==> src/rtl/seq_normalizer.sv <==
// rtl/seq_normalizer.sv - multi-cycle FPU post-add normaliser; optional NORM_FAST_EN selects single-cycle LZC shifting
module seq_normalizer #(
    parameter int N_mant = 25,
    parameter int N_exp  = 8,
    parameter int CNT_W  = 5
) (
    input  logic              clk,
    input  logic              rst_n,
    input  logic              in_valid,
    output logic              in_ready,
    input  logic [N_mant-1:0] mantissa_in,
    input  logic [N_exp-1:0]  expoente_in,
    output logic              out_valid,
    input  logic              out_ready,
    output logic [N_mant-2:0] mantissa_out,
    output logic              mantissa_lsb,
    output logic [N_exp-1:0]  expoente_out,
    output logic              zero,
    output logic              overflow,
    output logic              underflow,
    output logic [CNT_W-1:0]  shift_count
);

    typedef enum logic [1:0] {IDLE, SHIFT, DONE} state_t;

    localparam logic [N_exp-1:0] EXP_MAX = '1;

    state_t            state, state_nxt;
    logic [N_mant-1:0] work, work_nxt;
    logic [N_exp-1:0]  exp_r, exp_nxt;
    logic [CNT_W-1:0]  cnt, cnt_nxt;
    logic              lsb_r, lsb_nxt;
    logic              zero_r, zero_nxt;
    logic              ovf_r, ovf_nxt;
    logic              unf_r, unf_nxt;

`ifdef NORM_FAST_EN
    localparam int LW = N_exp + CNT_W;

    logic [LW-1:0] lzc_w, em1_w, k_w;

    // Leading-zero count below the carry bit, limited so the exponent never drops under 1
    always_comb begin
        lzc_w = '0;
        for (int i = 0; i < N_mant - 1; i++) begin
            if (work[i]) lzc_w = LW'(N_mant - 2 - i);
        end
        em1_w = LW'(exp_r) - LW'(1);
        k_w   = (lzc_w < em1_w) ? lzc_w : em1_w;
    end
`endif

    // State and working registers; reset discards any operand in flight
    always_ff @(posedge clk or negedge rst_n) begin
        if (!rst_n) begin
            state  <= IDLE;
            work   <= '0;
            exp_r  <= '0;
            cnt    <= '0;
            lsb_r  <= 1'b0;
            zero_r <= 1'b0;
            ovf_r  <= 1'b0;
            unf_r  <= 1'b0;
        end else begin
            state  <= state_nxt;
            work   <= work_nxt;
            exp_r  <= exp_nxt;
            cnt    <= cnt_nxt;
            lsb_r  <= lsb_nxt;
            zero_r <= zero_nxt;
            ovf_r  <= ovf_nxt;
            unf_r  <= unf_nxt;
        end
    end

    // Next state and datapath: first matching normalisation rule wins each SHIFT cycle
    always_comb begin
        state_nxt = state;
        work_nxt  = work;
        exp_nxt   = exp_r;
        cnt_nxt   = cnt;
        lsb_nxt   = lsb_r;
        zero_nxt  = zero_r;
        ovf_nxt   = ovf_r;
        unf_nxt   = unf_r;
        case (state)
            IDLE: begin
                if (in_valid) begin
                    work_nxt  = mantissa_in;
                    exp_nxt   = expoente_in;
                    cnt_nxt   = '0;
                    lsb_nxt   = 1'b0;
                    zero_nxt  = 1'b0;
                    ovf_nxt   = 1'b0;
                    unf_nxt   = 1'b0;
                    state_nxt = SHIFT;
                end
            end
            SHIFT: begin
                if (work == '0) begin
                    exp_nxt   = '0;
                    zero_nxt  = 1'b1;
                    state_nxt = DONE;
                end else if (work[N_mant-1]) begin
                    work_nxt  = {1'b0, work[N_mant-1:1]};
                    lsb_nxt   = work[0];
                    exp_nxt   = (exp_r == EXP_MAX) ? EXP_MAX : exp_r + N_exp'(1);
                    ovf_nxt   = (exp_nxt == EXP_MAX);
                    state_nxt = DONE;
                end else if (work[N_mant-2]) begin
                    state_nxt = DONE;
                end else if (exp_r <= N_exp'(1)) begin
                    unf_nxt   = 1'b1;
                    state_nxt = DONE;
                end else begin
`ifdef NORM_FAST_EN
                    // Whole shift at once; a clamped shift leaves the hidden bit clear
                    work_nxt  = work << k_w;
                    exp_nxt   = exp_r - k_w[N_exp-1:0];
                    cnt_nxt   = k_w[CNT_W-1:0];
                    unf_nxt   = (k_w != lzc_w);
                    state_nxt = DONE;
`else
                    work_nxt  = work << 1;
                    exp_nxt   = exp_r - N_exp'(1);
                    cnt_nxt   = cnt + CNT_W'(1);
`endif
                end
            end
            DONE: begin
                if (out_ready) state_nxt = IDLE;
            end
            default: state_nxt = IDLE;
        endcase
    end

    assign in_ready     = (state == IDLE);
    assign out_valid    = (state == DONE);
    assign mantissa_out = work[N_mant-2:0];
    assign mantissa_lsb = lsb_r;
    assign expoente_out = exp_r;
    assign zero         = zero_r;
    assign overflow     = ovf_r;
    assign underflow    = unf_r;
    assign shift_count  = cnt;

endmodule
==> config.mk <==
export PLATFORM = sky130hd
export DESIGN_NAME = seq_normalizer
export DESIGN_NICKNAME = d
export VERILOG_FILES = /design/src/rtl/seq_normalizer.sv
export SDC_FILE = /design/constraint.sdc
export NUM_CORES = 1
export LEC_CHECK = 0
export ABC_AREA = 1
export CAP_MARGIN = 10
export CELL_PAD_IN_SITES_DETAIL_PLACEMENT = 2
export CELL_PAD_IN_SITES_GLOBAL_PLACEMENT = 2
export CORE_ASPECT_RATIO = 1.75
export CORE_MARGIN = 5
export CORE_UTILIZATION = 27
export CTS_BUF_LIST = sky130_fd_sc_hd__clkbuf_4 sky130_fd_sc_hd__clkbuf_8
export CTS_CLUSTER_SIZE = 16
export DETAILED_ROUTE_END_ITERATION = 16
export DONT_BUFFER_PORTS = 1
export PLACE_DENSITY_LB_ADDON = 0.1
export SETUP_SLACK_MARGIN = 0.3
export SLEW_MARGIN = 15
export SYNTH_ARGS = -nofsm -noshare
export SYNTH_HDL_FRONTEND = slang
export SYNTH_SLANG_ARGS = --single-unit
==> constraint.sdc <==
create_clock -name clk -period 2.15 [get_ports clk]
set_input_delay 0.1075 -clock clk [delete_from_list [all_inputs] [get_ports clk]]
set_output_delay 0.1075 -clock clk [all_outputs]
set_load 0.05 [all_outputs]
==> flow_summary.yaml, run 1 <==
timing:
  hold_violations: 0
  skew_ps: 10.4
  finalCriticalPeriod_ps: 1750
  slew_violations: 0
  tightest_slew_ps: 605
  tns_ps: 0
  setup_viol: 0
  clock.fmax_ghz: 0.572
  relSlewSlack_pct: 59.7
  layout_worst_path_cycle_share_pct: 81.3
  rsz0062_at_grt: "yes"
power:
  power.internal_mw: 3.10
  combPwrFrac_pct: 71.0
  p_leak_nw: 1.98
  switchingPower_mw: 4.45
  powerDensity_mw_per_mm2: 1890
  switching_share_pct: 58.9
  p_clk_share_pct: 8.1
  total_power_mw: 7.55
  vdd_drop_max_mv: 0.567
  pwr-share-seq_pct: 20.9
clock_tree:
  tritoncts: "yes"
  clock-root-buffer: "clkbuf_8"
  clkTransAtPathRegs_ps: 90
  cts.sinks: 44
  h-tree-depth: 2
  clock_path_buffers: 2
  clk_latency_ps: 310
  cts_buffers: 5
yosys:
  synth_nets: 541
  netlist_area_mm2: 0.00330
  ys_seq_area_share_pct: 33.4
  synth-seq-cells: 44
  ys_warn_count: 0
  netlist_instances: 500
  syn_area_per_cell_um2: 6.60
  synth.distinct_cells: 31
setup_path:
  crit_family: "simple AND/OR/NAND/NOR gates"
  cp_slowest_cell: "dfrtp_2"
  crit_fanout: 9
  slowest_delay_ps: 440
  worst_ep_required_time_ps: 2400
  arrival_ps: 2000
  endpoint_kind: "flop"
  worst-setup-path-type: "reg -> reg"
  crit_top_cell: "nand2_1"
  critical_path.cell_chain: "ha_1 > nand2_1 > nor2_1 > nand2_2 > buf_4 > nand4_1 > nand4_1 > nand2_1 > nand2_1 > nand2_1"
  cp-start-kind: "flop"
  crit_buf_inv: 1
floorplan:
  ios: 80
  coreArea_mm2: 0.0120
  start_util_pct: 27.5
  die_h_um: 156
  rows: 53
  die_w_um: 93.6
  dieArea_mm2: 0.0146
finish:
  final_cell_mix: "nand2_1 (172), buf_4 (67), nand3_1 (46), nor2_1 (42), dfrtp_1 (38)"
  layout_commonest_cell: "nand2_1"
  fin_nets: 578
  fillers: 1462
  antenna_cells: 0
  layout-drive-gt1-share_pct: 24.9
  instances_no_fill: 703
  area_growth_pct: 21.1
  final_area_mm2: 0.00400
drt:
  vias: 3483
  detail_route.vias_per_cell: 4.95
  ant_nets: 0
  wl_um: 13900
  drtIter0Drc: 64
  drc: 0
  dr.pass1.iters: 4
  avgRoutedWirePerCell_um: 19.8
placed_design:
  dpl.hpwl_um: 10800
  io_buffers: 0
  place_inst: 671
  placed_area_mm2: 0.00360
  gp_congestion: 0.844
grt:
  overflow: 0
  grt_pass1_vias: 3962
  antenna_found_initial: 0
  grt_start_max_net_pins: 45
  grt_pass1_wl_um: 21900
  grt_usage_pct: 19.5
job:
  maxCapViolations: 0
hold_path:
  hold_path_class: "in -> reg"
run_status:
  status: "complete, no violations"
==> cells in the mapped netlist (all sizes together) <==
| cell type | number | area share, % |
|---|---|---|
| nand2 | 182 | 21 |
| nor2 | 55 | 7.1 |
| nand3 | 46 | 7.0 |
| inv | 45 | 5.2 |
| dfrtp | 44 | 33 |
| buf | 41 | 8.7 |
| o21ai | 31 | 5.5 |
| nand4 | 16 | 3.0 |
| a21oi | 9 | 1.4 |
| o221ai | 8 | 2.1 |
| clkbuf | 5 | 0.57 |
| ha | 4 | 1.5 |
| nor3 | 3 | 0.45 |
| a22o | 2 | 0.53 |
| o2111ai | 2 | 0.53 |
| xnor2 | 2 | 0.53 |
| xor2 | 2 | 0.53 |
| a22oi | 1 | 0.23 |
| clkinv | 1 | 0.15 |
| o21bai | 1 | 0.23 |
==> final timing paths <==
kind,start,to,slack (ps),cells after the start
worst max-delay path,expoente_out[0],expoente_out[4],400,10
worst min-delay path,expoente_in[2],expoente_out[2],10,4
worst max register to register,expoente_out[0],expoente_out[4],400,10
worst min register to register,work[22],work[22],580,2
max in group asynchronous,rst_n,work[15],1600,2
min in group asynchronous,rst_n,expoente_out[2],300,2
==> timing repair <==
item / 4_1_cts / 5_1_grt
endpoints found under the setup margin: 37 / 38
hold buffers: 5 / 0
hold endpoints to repair: 47 / 0
resized for setup: 8 / 26
pin swaps: 0 / 5
buffers inserted: 8 / 11
==> flip-flops by register name, summed over array words and instances (netlist names) <==
register and count:
work 25, expoente_out 8, state 2, mantissa_lsb 1, shift_count 5, underflow 1, overflow 1, zero 1
==> metal layers <==
layer | part of all wire, % | up-vias | global-route usage, %
met3 | 3.0 | 14 | 2.60
met5 | 0 | - | 0
met4 | 1.7 | 0 | 5.51
met2 | 61 | 55 | 41.1
met1 | 34 | 1765 | 18.7
li1 | - | 1649 | -
==> tightest hold or removal path, delay by kind of cell <==
kind          cells  cell delay (ps)
simple gates      4              200
==> power by group through the flow <==
stage,registers [mW],clock network (mW),logic [mW]
floorplan,1.83,0,3.47
global placement,1.61,0,4.90
detailed placement,1.62,0,5.04
CTS,1.57,0.644,5.26
global route,1.62,0.668,5.86
finish,1.58,0.612,5.36
==> area by class of cell <==
cell class / count / area, um2 / area share, %
Clock buffer: 8 / 97.6 / 2.44
Inverter: 46 / 190 / 4.76
Multi-Input combinational cell: 364 / 1770 / 44.3
Sequential cell: 44 / 1110 / 27.7
Tap cell: 165 / 206 / 5.17
Timing Repair Buffer: 76 / 624 / 15.6
==> stage by stage <==
| step | worst slack (ps) | util (%) | hold slack [ps] |
|---|---|---|---|
| after detailed placement | 37.8 | 30.0 | -186 |
| after global placement | 92.6 | 30.0 | -186 |
| after CTS | 293 | 32.0 | 1.69 |
| after floorplan | 329 | - | -188 |
| after global routing | 278 | 33.3 | 19.5 |
| final | 402 | 33.3 | 13.6 |
==> kinds of logic after synthesis <==
family | count (synthesis) | synth area share, %
flops | 44 | 33.4
xor+xnor | 4 | 1.06
simple gates | 302 | 38.9
compound gates | 54 | 10.5
buf+inv | 92 | 14.6
fa+ha+maj | 4 | 1.52
No activity file was read; power rests on OpenSTA's default activity.
==> run 2: changes to the inputs <==
Settings changed: ABC_AREA 1 to 0.
Clock period 2.15 ns to 1.49 ns, I/O delays scaled along.
==> run 2 against run 1 <==
Compared with the run above:
- the run now ends with negative setup slack left
- largest power group unchanged
- clock-buffer cell count decreased by 1
- critical endpoint is now work[19]
- combinational power increased by 88%
- first-iteration DRC count decreased by 22%
- maximum frequency decreased by 16%
- non-clock buffer count increased by 57
==> flow_summary.yaml, run 2 <==
clock_tree:
  h-tree-depth: 2
  clock-root-buffer: "clkbuf_8"
  clk_latency_ps: 310
  tritoncts: "yes"
  cts_buffers: 5
  clkTransAtPathRegs_ps: 90
  cts.sinks: 44
  clock_path_buffers: 2
drt:
  detail_route.vias_per_cell: 5.30
  drc: 0
  vias: 3008
  ant_nets: 0
  avgRoutedWirePerCell_um: 22.5
  drtIter0Drc: 50
  wl_um: 12800
  dr.pass1.iters: 4
yosys:
  synthTopCellsByArea: "dfrtp_1 (35%), mux2_4 (11%), nor2_1 (6.6%)"
  synthAdderAreaFrac_pct: 1.59
  synth.top_cell.area_share_pct: 35.0
  muxShareOfSynthArea_pct: 13.0
  synth_compound_area_share_pct: 18.6
  syn_area_per_cell_um2: 9.25
  synth_top_family_by_area: "simple AND/OR/NAND/NOR gates"
  netlist_instances: 340
  synth.most_common_cell: "nor2_1"
  synth_nets: 381
  yosys.area_share.simple_pct: 20.3
  synth-edff-count: 0
  ys_top_cells_by_count: "nor2_1 (55), dfrtp_1 (44), buf_4 (26), mux2_4 (23)"
  netlist_area_mm2: 0.00315
  ys_warn_count: 0
  synth.distinct_cells: 54
  post-synth-top-area-cell: "dfrtp_1"
  synth-seq-cells: 44
  synth-xor-area-share_pct: 0.557
  synthArstFlopShare_pct: 100
  ys_seq_area_share_pct: 35.0
  synthFlopType: "dfrtp_1"
setup_path:
  worst-setup-path-type: "reg -> reg"
  cp_slowest_cell: "dfrtp_4"
  slowest_delay_ps: 520
  arrival_ps: 2280
  critical_path.cell_chain: "ha_4 > or2_4 > a31oi_4 > nor2_4 > o21ai_4 > buf_12 > clkbuf_16 > mux2_4"
  endpoint_kind: "flop"
  reg2reg_slack_ps: -590
  cp-start-kind: "flop"
  crit_fanout: 5
  worst_ep_required_time_ps: 1690
floorplan:
  ios: 80
  rows: 52
  die_h_um: 153
  dieArea_mm2: 0.0140
  coreArea_mm2: 0.0115
  die_w_um: 91.6
  start_util_pct: 27.3
finish:
  area_growth_pct: 54.7
  antenna_cells: 0
  layout-drive-gt1-share_pct: 52.0
  instances_no_fill: 568
  largest_reg_flops: 25
  top_register: "work"
  final_area_mm2: 0.00487
  layout_commonest_cell: "buf_4"
  final_cell_mix: "buf_4 (78), nor2_1 (50), dfrtp_1 (34), buf_6 (28), mux2_4 (26)"
  fin_nets: 473
timing:
  rsz0062_at_grt: "yes"
  clock.fmax_ghz: 0.482
  hold_violations: 0
  relSlewSlack_pct: 68.2
  skew_ps: 4.51
  tightest_slew_ps: 477
  slew_violations: 0
  setup_slack_ps: -585
  hold_ws_ps: 22.2
  finalCriticalPeriod_ps: 2080
  layout_worst_path_cycle_share_pct: 139
  setup_viol: 43
grt:
  grt_pass1_vias: 3405
  antenna_found_initial: 0
  overflow: 0
  grt_usage_pct: 17.8
  grt_pass1_wl_um: 19400
  grt_start_max_net_pins: 45
placed_design:
  pre_cts_slack_ps: -596
  placed_area_mm2: 0.00401
  dpl.hpwl_um: 9220
  io_buffers: 0
  place_inst: 528
  gp_congestion: 0.775
job:
  maxCapViolations: 0
power:
  powerDensity_mw_per_mm2: 2780
  p_leak_nw: 2.10
  vdd_drop_max_mv: 1.08
run_status:
  status: "finished with violations"
  violations: "negative setup slack"
hold_path:
  hold_path_class: "in -> reg"
-- run 2: cell types whose count changed in the layout (fill, tap and decap cells not counted), moves of 9 or more --
cell      previous run  this run
inv_2               12         1
o21ai_0             16         3
a221oi_1             0        22
inv_1               30         6
nand4_1             16         5
nor2_2              10         1
nand3_1             46         4
buf_12               1        11
mux2_4               0        26
buf_4               67        78
buf_6                3        28
nand2_1            172        18
-- run 2: stage by stage --
stage | TNS [ps] | power (mW) | utilization, %
3_5_place_dp | -21420 | 10.9 | 34.9
6_report | -21240 | 13.5 | 42.3
4_1_cts | -21400 | 12.8 | 39.5
2_1_floorplan | -20140 | 8.36 | -
3_3_place_gp | -21610 | 10.8 | 34.9
5_1_grt | -25820 | 14.3 | 42.3
-- run 2: logic make-up (layout without fill, tap and decap cells) --
family                   Yosys count  count (layout)
flip-flops                        44              44
multiplexers                      29              29
adder cells (fa/ha/maj)            4               4
buffers and inverters             57             150
AND/OR/NAND/NOR                  129             129
AO/OA/AOI/OAI                     75              75
XOR/XNOR                           2               2
-- run 2: cell type report --
class	instances	area (um2)
clock buffers	7	96.3
clock inverters	1	30.0
fillers	1214	6650
inverters	9	40.0
multi-input cells	239	2050
flip-flops and latches	44	1120
well taps	135	169
repair buffers	133	1370
-- run 2: power breakdown --
| part | switching [mW] | internal [mW] | leakage, nW |
|---|---|---|---|
| registers | 0.536 | 1.77 | 0.524 |
| clock network | 0.475 | 0.593 | 0.0645 |
| logic | 5.63 | 4.52 | 1.51 |
| total | 6.64 | 6.88 | 2.10 |
-- run 2: worst max-delay path, delay by kind of cell (launching register included) --
kind,cells,cell delay (ps)
adders and majority gates,1,170
and+or+nand+nor,2,330
DFF,1,520
AOI/OAI and AO/OA,2,370
muxes,1,290
buffers and inverters,2,290
-- run 2: layer usage --
metal | GRT usage (%) | share of wire, %
met5 | 0 | 0
met3 | 3.16 | 3.5
met4 | 4.96 | 1.5
met2 | 36.0 | 59
met1 | 17.7 | 36
-- run 2: path summary, 6_finish.rpt --
check,from,endpoint,cells after the start
min in group asynchronous,rst_n,work[7],2
worst max register to register,expoente_out[0],work[19],8
worst min-delay path,expoente_in[4],expoente_out[4],3
worst min register to register,underflow,underflow,2
max in group asynchronous,rst_n,expoente_out[1],2
worst max-delay path,expoente_out[0],work[19],8
-- run 2: timing repair --
action / in CTS / in global routing
cloned: 1 / 2
hold endpoints to repair: 51 / 0
resized for setup: 47 / 44
setup endpoints to repair: 49 / 52
pin swaps: 25 / 29
hold buffers: 9 / 0
buffers inserted: 11 / 9
